$ cat config.mk
export PLATFORM = sky130hd
export DESIGN_NAME = key_edge_capture
export DESIGN_NICKNAME = d
export VERILOG_FILES = /design/src/rtl/key_edge_capture.sv
export SDC_FILE = /design/constraint.sdc
export NUM_CORES = 1
export LEC_CHECK = 0
export CAP_MARGIN = 15
export CORE_AREA = 4 4 133 135
export DETAILED_ROUTE_END_ITERATION = 10
export DIE_AREA = 0 0 137 139
export GPL_ROUTABILITY_DRIVEN = 0
export HOLD_SLACK_MARGIN = 0.02
export SYNTH_ARGS = -nofsm -noshare
export SYNTH_HDL_FRONTEND = slang
export SYNTH_SLANG_ARGS = --single-unit
$ cat constraint.sdc
create_clock -name clk_50 -period 5.8 [get_ports clk_50]
set_clock_uncertainty 0.2 [all_clocks]
set_input_delay 0.58 -clock clk_50 [delete_from_list [all_inputs] [get_ports clk_50]]
set_output_delay 0.58 -clock clk_50 [all_outputs]
set_load 0.01 [all_outputs]
$ cat src/rtl/key_edge_capture.sv
// key_edge_capture: debounced key inputs with press-edge capture, a
// masked level interrupt and a saturating press counter, exposed through
// a four-word Avalon-MM slave with fixed read latency of one cycle.

module key_edge_capture #(
  parameter int WIDTH           = 4,
  parameter int DEBOUNCE_CYCLES = 500000,
  parameter bit ACTIVE_LOW      = 1'b1
) (
  input  logic             clk_50,
  input  logic             reset,
  input  logic [WIDTH-1:0] keys_in,
  input  logic [1:0]       avs_address,
  input  logic             avs_read,
  output logic [31:0]      avs_readdata,
  input  logic             avs_write,
  input  logic [31:0]      avs_writedata,
  output logic             irq
);

  localparam int               CNT_W    = $clog2(DEBOUNCE_CYCLES + 1);
  localparam logic [CNT_W-1:0] CNT_LAST = CNT_W'(DEBOUNCE_CYCLES - 1);
  localparam logic [WIDTH-1:0] POLARITY = {WIDTH{ACTIVE_LOW}};

  localparam logic [1:0] ADDR_DATA  = 2'd0;
  localparam logic [1:0] ADDR_MASK  = 2'd1;
  localparam logic [1:0] ADDR_EDGE  = 2'd2;
  localparam logic [1:0] ADDR_COUNT = 2'd3;

  logic [WIDTH-1:0] sync1_q, sync1_d;
  logic [WIDTH-1:0] sync2_q, sync2_d;
  logic [WIDTH-1:0] deb_q, deb_d;
  logic [CNT_W-1:0] cnt_q [WIDTH];
  logic [CNT_W-1:0] cnt_d [WIDTH];
  logic [WIDTH-1:0] mask_q, mask_d;
  logic [WIDTH-1:0] edges_q, edges_d;
  logic [15:0]      count_q, count_d;
  logic [31:0]      readdata_q, readdata_d;
  logic             irq_q, irq_d;

  logic [WIDTH-1:0] press;
  logic [4:0]       press_cnt;
  logic [16:0]      count_sum;
  logic [31:0]      rd_word;
  logic             wr_mask, wr_edge, wr_count;
  logic             unused_wdata;

  // Upper write-data bits carry no state; fold them so they count as consumed.
  assign unused_wdata = ^avs_writedata;

  // Two-flop synchronizer; the polarity fold sits in front of the first
  // stage so a cleared synchronizer always means "released".
  always_comb begin
    sync1_d = keys_in ^ POLARITY;
    sync2_d = sync1_q;
  end

  // Per-key debouncer: STABLE while sync matches deb (counter held at 0),
  // PENDING while it differs; a long enough disagreement flips deb.
  always_comb begin
    deb_d = deb_q;
    for (int i = 0; i < WIDTH; i++) begin
      cnt_d[i] = '0;
      if (sync2_q[i] != deb_q[i]) begin
        if (cnt_q[i] == CNT_LAST) begin
          deb_d[i] = ~deb_q[i];
        end else begin
          cnt_d[i] = cnt_q[i] + CNT_W'(1);
        end
      end
    end
  end

  // A press is the cycle in which a debounced level is about to rise.
  always_comb begin
    press     = deb_d & ~deb_q;
    press_cnt = '0;
    for (int i = 0; i < WIDTH; i++) begin
      press_cnt = press_cnt + 5'(press[i]);
    end
  end

  // Register next-state: edge set beats same-cycle clear, count saturates,
  // and a count clear coinciding with presses keeps this cycle's presses.
  always_comb begin
    wr_mask   = avs_write && (avs_address == ADDR_MASK);
    wr_edge   = avs_write && (avs_address == ADDR_EDGE);
    wr_count  = avs_write && (avs_address == ADDR_COUNT);

    mask_d    = wr_mask ? avs_writedata[WIDTH-1:0] : mask_q;
    edges_d   = (edges_q & ~(wr_edge ? avs_writedata[WIDTH-1:0] : '0)) | press;

    count_sum = {1'b0, count_q} + {12'b0, press_cnt};
    if (wr_count) begin
      count_d = {11'b0, press_cnt};
    end else if (count_sum[16]) begin
      count_d = 16'hFFFF;
    end else begin
      count_d = count_sum[15:0];
    end

    irq_d = |(edges_q & mask_q);
  end

  // Read mux uses current register contents, so a read paired with a write
  // returns the pre-write value; readdata only changes on a read.
  always_comb begin
    rd_word = '0;
    case (avs_address)
      ADDR_DATA:  rd_word[WIDTH-1:0] = deb_q;
      ADDR_MASK:  rd_word[WIDTH-1:0] = mask_q;
      ADDR_EDGE:  rd_word[WIDTH-1:0] = edges_q;
      ADDR_COUNT: rd_word[15:0]      = count_q;
      default:    rd_word            = '0;
    endcase
    readdata_d = avs_read ? rd_word : readdata_q;
  end

  // All state, cleared asynchronously by reset.
  always_ff @(posedge clk_50 or posedge reset) begin
    if (reset) begin
      sync1_q    <= '0;
      sync2_q    <= '0;
      deb_q      <= '0;
      for (int i = 0; i < WIDTH; i++) begin
        cnt_q[i] <= '0;
      end
      mask_q     <= '0;
      edges_q    <= '0;
      count_q    <= '0;
      readdata_q <= '0;
      irq_q      <= 1'b0;
    end else begin
      sync1_q    <= sync1_d;
      sync2_q    <= sync2_d;
      deb_q      <= deb_d;
      cnt_q      <= cnt_d;
      mask_q     <= mask_d;
      edges_q    <= edges_d;
      count_q    <= count_d;
      readdata_q <= readdata_d;
      irq_q      <= irq_d;
    end
  end

  assign avs_readdata = readdata_q;
  assign irq          = irq_q;

endmodule

# == Word level (Yosys, flattened, before mapping) ==
# Cells that the tools add are included.
# classes
add_sub_neg,8
n_eq_ne,11
muxes,21
n_bitwise,11
reduce_logical,5
# ops
operator,count
19-bit 2-to-1 mux,8
"19-bit by 1-bit adder with 19-bit output, second input constant",4
"19-bit == test, second input constant",4
16-bit 2-to-1 mux,2
16-bit by 4-bit adder with 17-bit output,1
4-bit case mux with 4 select lines,1
4-bit bitwise AND,3
12-bit 2-to-1 mux,1
4-bit inverter,3
1-bit 2-to-1 mux,8
3-bit by 1-bit adder with 4-bit output,1
"2-bit == test, second input constant",2
4-bit 2-to-1 mux,1
1-bit != test,4
1-bit inverter,4
4-bit OR,1
4-bit OR reduction,1
2-bit by 1-bit adder with 3-bit output,1
1-bit logical AND,3
1-bit by 1-bit adder with 2-bit output,1
"2-bit by 1-bit == test with 1-bit output, second input constant",1
2-bit zero test,1
# totals
ff_bits,129
inputBits,42
out_inout_bits,33
word_cells,68

# == Logic depth before layout (Yosys ltp) ==
# depth
depth_word,10
depth_mapped,15
ltp_nobuf,14

# == Worst setup path after synthesis ==
# Ideal clock, no wire load.
# synth_timing
path_type,flip-flop to flip-flop
start,register cnt_q[66] (netlist bit)
end,register count_q[2]
setup_ns,0.082
t_arrival_ns,4.511
t_required_ns,5.518
setup_slack_ns,1.007
path_stages_with_launch,15
n_path_buf,1
synth_period_minus_slack_ns,4.793
cell_sequence,dfrtp_1 > or4_1 > or4_4 > nor2_1 > and3_1 > fa_1 > ha_1 > ha_1 > inv_1 > fa_1 > and2b_1 > o21ai_0 > or4_1 > buf_2 > a31oi_1
# synth_via
elab_chain_cells,10
# synth_rtl
element,line_no,text
start: declaration,33,logic [CNT_W-1:0] cnt_q [WIDTH];
start signal: assignment,137,cnt_q <= cnt_d;
19-bit == test *,65,if (cnt_q[i] == CNT_LAST) begin
1-bit 2-to-1 mux *,65,
1-bit 2-to-1 mux *,64,if (sync2_q[i] != deb_q[i]) begin
4-bit bitwise AND *,76,press = deb_d & ~deb_q;
1-bit by 1-bit adder with 2-bit output *,79,press_cnt = press_cnt + 5'(press[i]);
2-bit by 1-bit adder with 3-bit output *,79,
3-bit by 1-bit adder with 4-bit output *,79,
16-bit by 4-bit adder with 17-bit output,93,"count_sum = {1'b0, count_q} + {12'b0, press_cnt};"
16-bit 2-to-1 mux,96,end else if (count_sum[16]) begin
16-bit 2-to-1 mux *,94,if (wr_count) begin
named net count_d[2],37,"logic [15:0] count_q, count_d;"
end signal: assignment,140,count_q <= count_d;
end: declaration,37,
# Mark *: on every way through the listed nets, which the timed path passes. The rest lies on a longest branch.
# A chain may end at the register's enable or synchronous reset.

# == Worst setup path in the final report ==
# layout_timing
start,register cnt_q[66] (netlist bit)
end,register count_q[13]
# layout_via
elab_chain_cells,10
# layout_rtl
element,line_no
19-bit == test,65
1-bit 2-to-1 mux,65
1-bit 2-to-1 mux,64
4-bit bitwise AND,76
1-bit by 1-bit adder with 2-bit output,79
2-bit by 1-bit adder with 3-bit output,79
3-bit by 1-bit adder with 4-bit output,79
16-bit by 4-bit adder with 17-bit output,93
16-bit 2-to-1 mux,96
16-bit 2-to-1 mux,94
named net count_d[13],37
# The timed path passes the listed nets, and every way through them passes these cells.

==> impl_metrics.csv <==
group,metric,value,unit
status,status,"finished clean",
timing,min_period,5.17,ns
timing,finalHoldViolCount,0,
synthesis,synthCells,659,
worst_setup_path,start_kind,"register",
layout,fillerInstances,1590,
synthesis,ys_ff_latch,129,
pwr,swShare,21.2,%
routing,ant_nets,0,
layout,drive_gt1_share,7.29,%
synthesis,ys_warn_count,0,
routing,drt-total-wl,13100,um
synthesis,synth_top_flop_cell,"dfrtp_1",
pwr,ir_worst_vdd,0.000192,V
global_route,antenna_found_initial,0,
layout,utilization,45.8,%
timing,setup_viol,0,
synthesis,netlist.area_leader.share,49.6,%
place,dp_worst_setup_slack,0.649,ns
synthesis,synth_cell_type_count,56,
place,port_buffers,30,
timing,max_freq,193,MHz
timing,period_share,89.2,%
clock_tree,clkTransAtPathRegs,0.05,ns
timing,rsz0062_at_grt,"no",
routing,wl_per_cell,14.2,um
global_route,grt_pass1_wl,22500,um
layout,diodes,0,
clock_tree,cts_sinks,129,
pwr,power.density,274,nW/um^2
layout,layoutNonFillerInstCount,920,
synthesis,synth.area.top_cells,"dfrtp_1, xor2_1, xnor2_1, nor2_1, nand3_1",
global_route,grt_use_total,14.5,%
global_route,gr-total-overflow,0,
floorplan,die_h,139,um
global_route,first_global_vias,4789,
floorplan,die_w,137,um
floorplan,initial_utilization,39.6,%
layout,syn_to_final_growth,15.7,%
clock_tree,cts_tree,"yes",
routing,vias,4833,
place,dp_cells,887,
pwr,seq_power_share,45.8,%
clock_tree,cts_setup_buffers,0,
clock_tree,clockBufferDepth,2,
worst_setup_path,worstSetupPathType,"reg2reg",
timing,relSlewSlack,41.6,%
clock_tree,cts-htree-levels,4,
pwr,clkPwrFrac,49.1,%
timing,timing.final.ws_setup,0.627,ns
pwr,power_frac_comb,5.1,%
routing,via_per_inst,5.25,
synthesis,synthArstFlopShare,100,%
flow_run,drv_cap,0,
synthesis,synth_top_cell_by_area,"dfrtp_1",
pwr,p_leak,3.13,nW
place,place_area,6950,um^2
layout,final_nets,742,
worst_setup_path,cp-end-kind,"register",
global_route,grt_max_degree,71,
synthesis,syn_avg_cell_area,9.88,um^2
min_path,hold_path.class,"reg2reg",
clock_tree,root_buffer,"clkbuf_16",
place,hpwlAfterDp,9220,um
worst_setup_path,cp_data_required_time,5.92,ns
worst_setup_path,arrival,5.30,ns
routing,drtIter0Drc,308,
clock_tree,postCtsHoldBufs,0,
timing,final_max_slew_viol_count,0,
clock_tree,clock_latency,0.41,ns
routing,drc,0,
timing,tightest_slew,0.875,ns
clock_tree,ctsResizeCount,0,
pwr,switching_power,0.000437,W
synthesis,yosysSeqAreaShare,49.6,%
synthesis,netlist_area,6510,um^2
pwr,p_int,0.00163,W
synthesis,synth_edf_count,0,
worst_setup_path,crit_fanout,13,
floorplan,core-area,16500,um^2
timing,fin_tns_setup,0,ns
floorplan,io_pins,75,
layout,final_area,7540,um^2
floorplan,rows,47,
clock_tree,cts_buffers,17,
floorplan,dieArea,19000,um^2
routing,drtPass1Iterations,4,
power by group through the flow:
stage	registers [W]	logic, W	clock network (W)
6_report	0.000947	0.000105	0.00101
5_1_grt	0.000949	0.000121	0.00108
4_1_cts	0.000946	0.000107	0.00104
3_5_place_dp	0.000961	0.000106	0
3_3_place_gp	0.000960	0.000103	0
2_1_floorplan	0.000956	0.0000756	0
routing by layer:
layer | vias up | track usage, % | share of wire, %
met2 | 67 | 22.9 | 48
met1 | 2371 | 19.2 | 48
met3 | 4 | 4.10 | 3.5
met5 | - | 0 | 0
met4 | 0 | 4.73 | 0.67
li1 | 2391 | - | -
cell usage after synthesis, types with 2 or more instances:
| cell type | count |
|---|---|
| and4b_1 | 3 |
| o21ai_0 | 36 |
| o31ai_1 | 9 |
| clkbuf_1 | 19 |
| nand3_1 | 39 |
| a22oi_1 | 2 |
| or2_2 | 3 |
| a31oi_1 | 8 |
| and2_1 | 2 |
| o2111ai_1 | 2 |
| a211oi_1 | 2 |
| mux2_2 | 9 |
| mux4_2 | 4 |
| a21oi_1 | 27 |
| nor4b_1 | 4 |
| ha_1 | 9 |
| and3_1 | 13 |
| buf_2 | 2 |
| nand2_1 | 39 |
| or3_1 | 13 |
| or4_1 | 12 |
| and4_1 | 11 |
| nand2b_1 | 4 |
| nor3_1 | 10 |
| o211a_1 | 2 |
| nor4_1 | 14 |
| xor2_1 | 30 |
| xnor2_1 | 28 |
| nand4_1 | 30 |
| inv_1 | 36 |
| o21ai_1 | 3 |
| dfrtp_1 | 129 |
| buf_4 | 16 |
| fa_1 | 2 |
| nor2_1 | 63 |
| nand3b_1 | 4 |
logic make-up after synthesis:
logic type      synth area share (%)
compound gates                  9.09
fa+ha+maj                       2.34
simple gates                    22.8
mux                             2.94
xor+xnor                        7.80
flops                           49.6
other cells                   0.0576
buf+inv                         5.42
registers in the layout, indices dropped and copies added, names as in the netlist:
register	flops
edges_q	4
cnt_q	76
avs_readdata	16
count_q	16
sync1_q	4
sync2_q	4
irq	1
deb_q	4
mask_q	4
layout make-up:
class / count / area, um^2 / area share (%)
clock buffers: 25 / 485 / 6.44
clock inverters: 5 / 78.8 / 1.05
inverters: 36 / 138 / 1.83
multi-input cells: 470 / 2990 / 39.7
flip-flops and latches: 129 / 3230 / 42.8
well taps: 220 / 275 / 3.65
repair buffers: 35 / 342 / 4.53
worst max-delay path: stages, from the launching register on:
cell and delay, ns:
dfrtp_1 0.42, or4_1 0.53, or4_4 0.54, nor2_1 0.21, and3_1 0.22, fa_1 0.43
ha_1 0.20, ha_1 0.31, inv_1 0.06, fa_1 0.41, and2b_1 0.26, o21ai_0 0.09
buf_4 0.17, or4_1 0.78, a31oi_1 0.26
through the flow:
step | hold slack [ns] | total power, W
finish | 0.148 | 0.00207
global route | 0.153 | 0.00215
CTS | 0.147 | 0.00210
detailed placement | 0.136 | 0.00107
global placement | 0.137 | 0.00106
floorplan | 0.131 | 0.00103
final timing paths:
| kind | slack (ns) | to | cells past startpoint | startpoint |
|---|---|---|---|---|
| min in group asynchronous | 0.52 | cnt_q[49] | 2 | reset |
| max in group asynchronous | 3.57 | edges_q[3] | 3 | reset |
| worst min-delay path | 0.15 | sync2_q[0] | 0 | sync1_q[0] |
| worst min register to register | 0.15 | sync2_q[0] | 0 | sync1_q[0] |
| worst max register to register | 0.63 | count_q[13] | 14 | cnt_q[66] |
| worst max-delay path | 0.63 | count_q[13] | 14 | cnt_q[66] |
placed cells by master, fill, tap and decap left out, types with 28 or more instances in the layout:
cell,count
dfrtp_1,129
nor2_1,63
nand3_1,39
nand2_1,39
o21ai_0,36
inv_1,35
nand4_1,30
xor2_1,30
clkdlybuf4s50_1,30
xnor2_1,28
Note: power is estimated with default switching activity, not from simulation.
